==> src/rtl/pwm_multi_if.sv <==
// Control/status bundle for pwm_multi: register writes, mode controls and PWM outputs.
// The module side uses the slave modport; whoever programs the block uses master.
interface pwm_multi_if #(
  parameter int N_BIT  = 10,
  parameter int N_CH   = 4,
  parameter int PS_BIT = 8
);
  localparam int CH_W = (N_CH > 1) ? $clog2(N_CH) : 1;

  logic              enable;
  logic [N_BIT-1:0]  data_in;
  logic [CH_W-1:0]   ch_sel;
  logic              load;
  logic [N_BIT-1:0]  period_in;
  logic              period_load;
  logic [PS_BIT-1:0] prescale;
  logic              center;
  logic [N_CH-1:0]   pwm_out;
  logic              period_start;

  modport master (
    output enable, data_in, ch_sel, load, period_in, period_load, prescale, center,
    input  pwm_out, period_start
  );

  modport slave (
    input  enable, data_in, ch_sel, load, period_in, period_load, prescale, center,
    output pwm_out, period_start
  );
endinterface

==> src/rtl/pwm_multi.sv <==
// Multi-channel PWM with a shared prescaled period counter, edge/center alignment
// and double-buffered duty/period registers that swap only at a period boundary.
module pwm_multi #(
  parameter int N_BIT  = 10,
  parameter int N_CH   = 4,
  parameter int PS_BIT = 8
) (
  input logic        clk,
  input logic        rst,
  pwm_multi_if.slave bus
);

  logic [PS_BIT-1:0] pre_cnt;
  logic [N_BIT-1:0]  count;
  logic [N_BIT-1:0]  count_nxt;
  logic [N_BIT-1:0]  period_act;
  logic [N_BIT-1:0]  period_pend;
  logic [N_BIT-1:0]  duty_pend [N_CH];
  logic [N_BIT-1:0]  duty_act  [N_CH];
  logic              dir_down;
  logic              dir_nxt;
  logic              mode_center;
  logic              at_start;
  logic              tick;
  logic              boundary;
  logic [N_CH-1:0]   write_hit;
  logic [N_CH-1:0]   cmp;

  assign tick     = (pre_cnt == bus.prescale);
  assign boundary = tick && (count_nxt == '0);

  // Next counter value if a tick happens; a boundary is any tick landing on 0.
  always_comb begin
    count_nxt = count;
    dir_nxt   = dir_down;
    if (!mode_center) begin
      count_nxt = (count >= period_act) ? '0 : count + 1'b1;
    end else if (period_act == '0) begin
      count_nxt = '0;
    end else if (!dir_down) begin
      if (count >= period_act) begin
        count_nxt = period_act - 1'b1;
        dir_nxt   = 1'b1;
      end else begin
        count_nxt = count + 1'b1;
      end
    end else begin
      count_nxt = count - 1'b1;
    end
  end

  always_comb begin
    write_hit = '0;
    cmp       = '0;
    for (int i = 0; i < N_CH; i++) begin
      write_hit[i] = bus.load && (int'(bus.ch_sel) == i);
      cmp[i]       = (count < duty_act[i]);
    end
  end

  // While disabled the active registers track the latest writes (including the
  // one landing this cycle) so the first enabled period uses them directly.
  always_ff @(posedge clk) begin
    if (rst) begin
      pre_cnt          <= '0;
      count            <= '0;
      dir_down         <= 1'b0;
      mode_center      <= 1'b0;
      at_start         <= 1'b1;
      period_act       <= '1;
      period_pend      <= '1;
      bus.pwm_out      <= '0;
      bus.period_start <= 1'b0;
      for (int i = 0; i < N_CH; i++) begin
        duty_pend[i] <= '0;
        duty_act[i]  <= '0;
      end
    end else begin
      if (bus.period_load) period_pend <= bus.period_in;
      for (int i = 0; i < N_CH; i++) begin
        if (write_hit[i]) duty_pend[i] <= bus.data_in;
      end

      if (!bus.enable) begin
        pre_cnt          <= '0;
        count            <= '0;
        dir_down         <= 1'b0;
        at_start         <= 1'b1;
        mode_center      <= bus.center;
        period_act       <= bus.period_load ? bus.period_in : period_pend;
        bus.pwm_out      <= '0;
        bus.period_start <= 1'b0;
        for (int i = 0; i < N_CH; i++) begin
          duty_act[i] <= write_hit[i] ? bus.data_in : duty_pend[i];
        end
      end else begin
        pre_cnt          <= tick ? '0 : pre_cnt + 1'b1;
        bus.pwm_out      <= cmp;
        bus.period_start <= at_start;
        at_start         <= boundary;
        if (tick) begin
          count    <= count_nxt;
          dir_down <= dir_nxt;
        end
        if (boundary) begin
          dir_down    <= 1'b0;
          mode_center <= bus.center;
          period_act  <= period_pend;
          for (int i = 0; i < N_CH; i++) begin
            duty_act[i] <= duty_pend[i];
          end
        end
      end
    end
  end

endmodule

==> src/flat_wrapper.sv <==
// flat-port wrapper written by rule: the top's interface ports become plain ports
module pwm_multi_flat 
#(
  parameter int N_BIT  = 10,
  parameter int N_CH   = 4,
  parameter int PS_BIT = 8
)
  (clk, rst, bus_enable, bus_data_in, bus_ch_sel, bus_load, bus_period_in, bus_period_load, bus_prescale, bus_center, bus_pwm_out, bus_period_start);
  pwm_multi_if #(.N_BIT(N_BIT), .N_CH(N_CH), .PS_BIT(PS_BIT)) bus_i ();
  input logic clk;
  input logic rst;
  input wire logic [$bits(bus_i.enable)-1:0] bus_enable;
  input wire logic [$bits(bus_i.data_in)-1:0] bus_data_in;
  input wire logic [$bits(bus_i.ch_sel)-1:0] bus_ch_sel;
  input wire logic [$bits(bus_i.load)-1:0] bus_load;
  input wire logic [$bits(bus_i.period_in)-1:0] bus_period_in;
  input wire logic [$bits(bus_i.period_load)-1:0] bus_period_load;
  input wire logic [$bits(bus_i.prescale)-1:0] bus_prescale;
  input wire logic [$bits(bus_i.center)-1:0] bus_center;
  output wire logic [$bits(bus_i.pwm_out)-1:0] bus_pwm_out;
  output wire logic [$bits(bus_i.period_start)-1:0] bus_period_start;
  assign bus_i.enable = bus_enable;
  assign bus_i.data_in = bus_data_in;
  assign bus_i.ch_sel = bus_ch_sel;
  assign bus_i.load = bus_load;
  assign bus_i.period_in = bus_period_in;
  assign bus_i.period_load = bus_period_load;
  assign bus_i.prescale = bus_prescale;
  assign bus_i.center = bus_center;
  assign bus_pwm_out = bus_i.pwm_out;
  assign bus_period_start = bus_i.period_start;
  pwm_multi #(.N_BIT(N_BIT), .N_CH(N_CH), .PS_BIT(PS_BIT)) u_core (.clk(clk), .rst(rst), .bus(bus_i));
endmodule
==> config.mk <==
export PLATFORM = sky130hd
export DESIGN_NAME = pwm_multi_flat
export DESIGN_NICKNAME = d
export VERILOG_FILES = /design/src/rtl/pwm_multi_if.sv /design/src/rtl/pwm_multi.sv /design/src/flat_wrapper.sv
export SDC_FILE = /design/constraint.sdc
export NUM_CORES = 1
export LEC_CHECK = 0
export BUFFER_PORTS_ARGS = -buffer_cell sky130_fd_sc_hd__buf_2
export CORE_MARGIN = 2
export CORE_UTILIZATION = 45
export CTS_BUF_LIST = sky130_fd_sc_hd__clkbuf_4
export DETAILED_ROUTE_END_ITERATION = 12
export SKIP_CTS_REPAIR_TIMING = 1
export SYNTH_ARGS = -nofsm -noshare
export SYNTH_HDL_FRONTEND = slang
export SYNTH_SLANG_ARGS = --single-unit
==> constraint.sdc <==
create_clock -name clk -period 6.35 [get_ports clk]
set_clock_uncertainty 0.2 [all_clocks]
set_input_delay 0.635 -clock clk [delete_from_list [all_inputs] [get_ports clk]]
set_output_delay 0.635 -clock clk [all_outputs]
set_load 0.02 [all_outputs]
==> results.md <==
* Status: finished, final reports clean
* Initial antenna violation count at 1
* DRC viols at 0
* Post-synthesis mux area share at 3.95%
* Later-pin clock latency in the skew report at 0.54 ns
* CP Launch Type: register
* Final min period at 4.42 ns
* Ys flop type: edfxtp_1
* Die ar. at 17900 µm²
* Avg Vias per Cell at 5.55
* Gr busiest metal: met2
* Met3 usage at 4.08%
* First-pass GRT wire length at 30300 µm
* Leakage at 3.41 nW
* Final setup viols at 0
* Routed Antenna Nets at 0
* Core Util, Final at 49.9%
* CP Max Fanout at 55
* Mapped Nets at 893
* Placer Congestion at 0.925
* # rows at 47
* Post-synth cell types at 63
* Synth top area cells: edfxtp_1 (32%), dfxtp_1 (12%), ha_1 (8.4%), nor2_1 (5.0%), mux2i_1 (4.0%)
* Cell taking the most area after synthesis: edfxtp_1
* Clk buf depth at 2
* Cells after Synth at 806
* Async SR Flop Fraction at 0%
* Post-synthesis adder-cell area fraction at 8.40%
* Synthesized area per cell at 9.42 µm²
* Die Ht at 134 µm
* DR WL/cell at 17.8 µm
* Grt ovf at 0
* CTS tree: done
* CTS buffer count at 17
* Largest net degree at the start of global routing at 82
* Simple-gate share of the synthesized area at 19.1%
* Pwr dens at 222 nW/µm²
* Number of nets in the layout at 914
* Aggregate negative setup slack at 0 ns
* Synthesis-stage register bit count at 126
* Worst EP arrival at 4.41 ns
* Via count at 5895
* Drt initial violations at 344
* CP required at 6.35 ns
* Global Route Usage Sum at 21.7%
* Share of cells above drive strength 1 at 11.2%
* Max_cap viols at 0
* HP Class: in2reg
* Setup crit end kind: register
* Synth Area in XOR/XNOR at 3.46%
* Final std cells w/o fill at 1062
* Largest family of logic cells by synthesized area: simple AND/OR/NAND/NOR gates
* Root Buffer: clkbuf_4
* Top Ports at 41
* Ys Warns at 0
* HPWL after detailed placement at 13300 µm
* Worst-path clk slew at 0.12 ns
* Sequential area share after synthesis at 43.7%
* Final worst path period share at 69.5%
* Initial Utilization at 46.0%
* Final hold violations at 0
* Peak Freq at 0.226 GHz
* Synthesized cell area at 7600 µm²
* DRT Wirelength at 18900 µm
* Slew Limit Fails at 0
* P&R area growth vs syn at 8.53%
* Compound-Gate Fraction of Synth Area at 15.8%
* Drt first pass iters at 5
* EDFF count, synth at 80
* Die Wd at 134 µm
* RSZ-0062 raised after global routing: no
* Slew headroom at 27.4%
* # H-tree levels at 4
* Worst Setup Path Type: reg2reg
* I/O Buffers at 40
* Worst Tran Pin Value at 1.08 ns
* Number of global-route vias before repair at 5870
* Met2 usage at 37.4%
* CTS Sinks at 126
* Share of the synthesized area in the top cell type at 31.6%
* Placed cells at 1028
* M1 GR Usage at 26.8%
* Worst vdd rail ir drop at 0.141 mV
* Core box area at 16500 µm²
==> flip-flops by register name, summed over array words and instances, names as in the netlist <==
register,cells
u_core.count,10
u_core.bus.pwm_out,4
u_core.duty_act,40
u_core.mode_center,1
u_core.period_act,10
u_core.duty_pend,40
u_core.at_start,1
u_core.pre_cnt,8
u_core.bus.period_start,1
u_core.dir_down,1
u_core.period_pend,10
==> synth_stat cells (4+ instances only) <==
cell type,number
nor2b_1,16
a211o_1,11
xnor2_1,21
a21o_1,14
nand2b_1,14
buf_2,6
buf_6,6
ha_1,51
nand4_1,6
a211oi_1,12
and2_1,41
nor2_1,102
nor3_1,4
or3_1,4
and3_1,6
a31oi_1,47
mux2i_1,30
o21ai_1,11
dfxtp_1,46
edfxtp_1,80
a21oi_1,46
nand3_1,16
o21ai_0,12
clkbuf_1,28
nand2_1,63
xor2_1,9
inv_1,54
==> per-stage QoR <==
stage               setup slack, ns  cell area, µm²  hold slack, ns  power, mW
floorplan                      2.64            7600           0.206       1.11
global placement               2.06            7900           0.245       1.17
detailed placement             1.99            7900           0.238       1.18
CTS                            1.99            8240          0.0798       1.84
global route                   1.65            8240          0.0822       1.91
finish                         1.93            8240           0.120       1.83
==> path summary, 6_finish.rpt <==
check / startpoint / end / slack, ns / cells after the start
worst max-delay path: u_core.count[3] / u_core.duty_act[1][2] / 1.93 / 10
worst min-delay path: bus_period_in[4] / u_core.period_pend[4] / 0.12 / 2
worst max register to register: u_core.count[3] / u_core.duty_act[1][2] / 1.93 / 10
worst min register to register: u_core.at_start / u_core.bus.period_start / 0.25 / 1
==> logic make-up (layout without fill, tap and decap cells) <==
group           count (synthesis)  in the layout
mux                            30             30
xor+xnor                       30             30
compound gates                180            180
flops                         126            126
simple gates                  292            292
buf+inv                        97            131
other cells                     0              2
fa+ha+maj                      51             51
==> routing by layer <==
layer / vias up / share of wire [%]
li1: 2918 / -
met1: 2788 / 44
met2: 154 / 49
met3: 35 / 3.8
met4: 0 / 2.7
met5: - / 0
==> final cells by class <==
type                            instances  area, µm²
Sequential cell                       126       3320
Multi-Input combinational cell        583       3860
Tap cell                              220        275
Timing Repair Buffer                   45        238
Inverter                               54        203
Fill cell                            1550       8280
Clock buffer                           17        128
Clock inverter                         15        215
Antenna cell                            2       5.00
==> cells in the final DEF (no fill, tap or decap), drive strengths merged, types with 7 or more instances in the layout <==
cell / Yosys / routed
a211o: 11 / 11
a211oi: 12 / 12
a21o: 14 / 14
a21oi: 46 / 46
a31oi: 47 / 47
and2: 41 / 41
buf: 15 / 45
clkbuf: 28 / 17
clkinv: 0 / 7
dfxtp: 46 / 46
edfxtp: 80 / 80
ha: 51 / 51
inv: 54 / 57
mux2i: 30 / 30
nand2: 63 / 63
nand2b: 14 / 14
nand3: 17 / 17
nand4: 7 / 7
nor2: 102 / 102
nor2b: 16 / 16
o21ai: 23 / 23
xnor2: 21 / 21
xor2: 9 / 9
==> power breakdown <==
| group | switching [mW] | internal, mW | total [mW] |
|---|---|---|---|
| Combinational | 0.127 | 0.0781 | 0.205 |
| Clock | 0.317 | 0.352 | 0.668 |
| Sequential | 0.0312 | 0.925 | 0.956 |
| Total | 0.475 | 1.35 | 1.83 |
==> worst max-delay path, stage by stage, from the launching register on <==
cell,delay [ns]
dfxtp_1,0.68
ha_1,0.35
a21o_1,0.18
a21oi_1,0.24
o221a_2,0.34
nand2_1,0.16
a22oi_1,0.32
nand4_1,0.20
nor4_4,0.29
buf_4,0.58
nand2b_1,0.49
No activity file was read; power rests on OpenSTA's default activity.
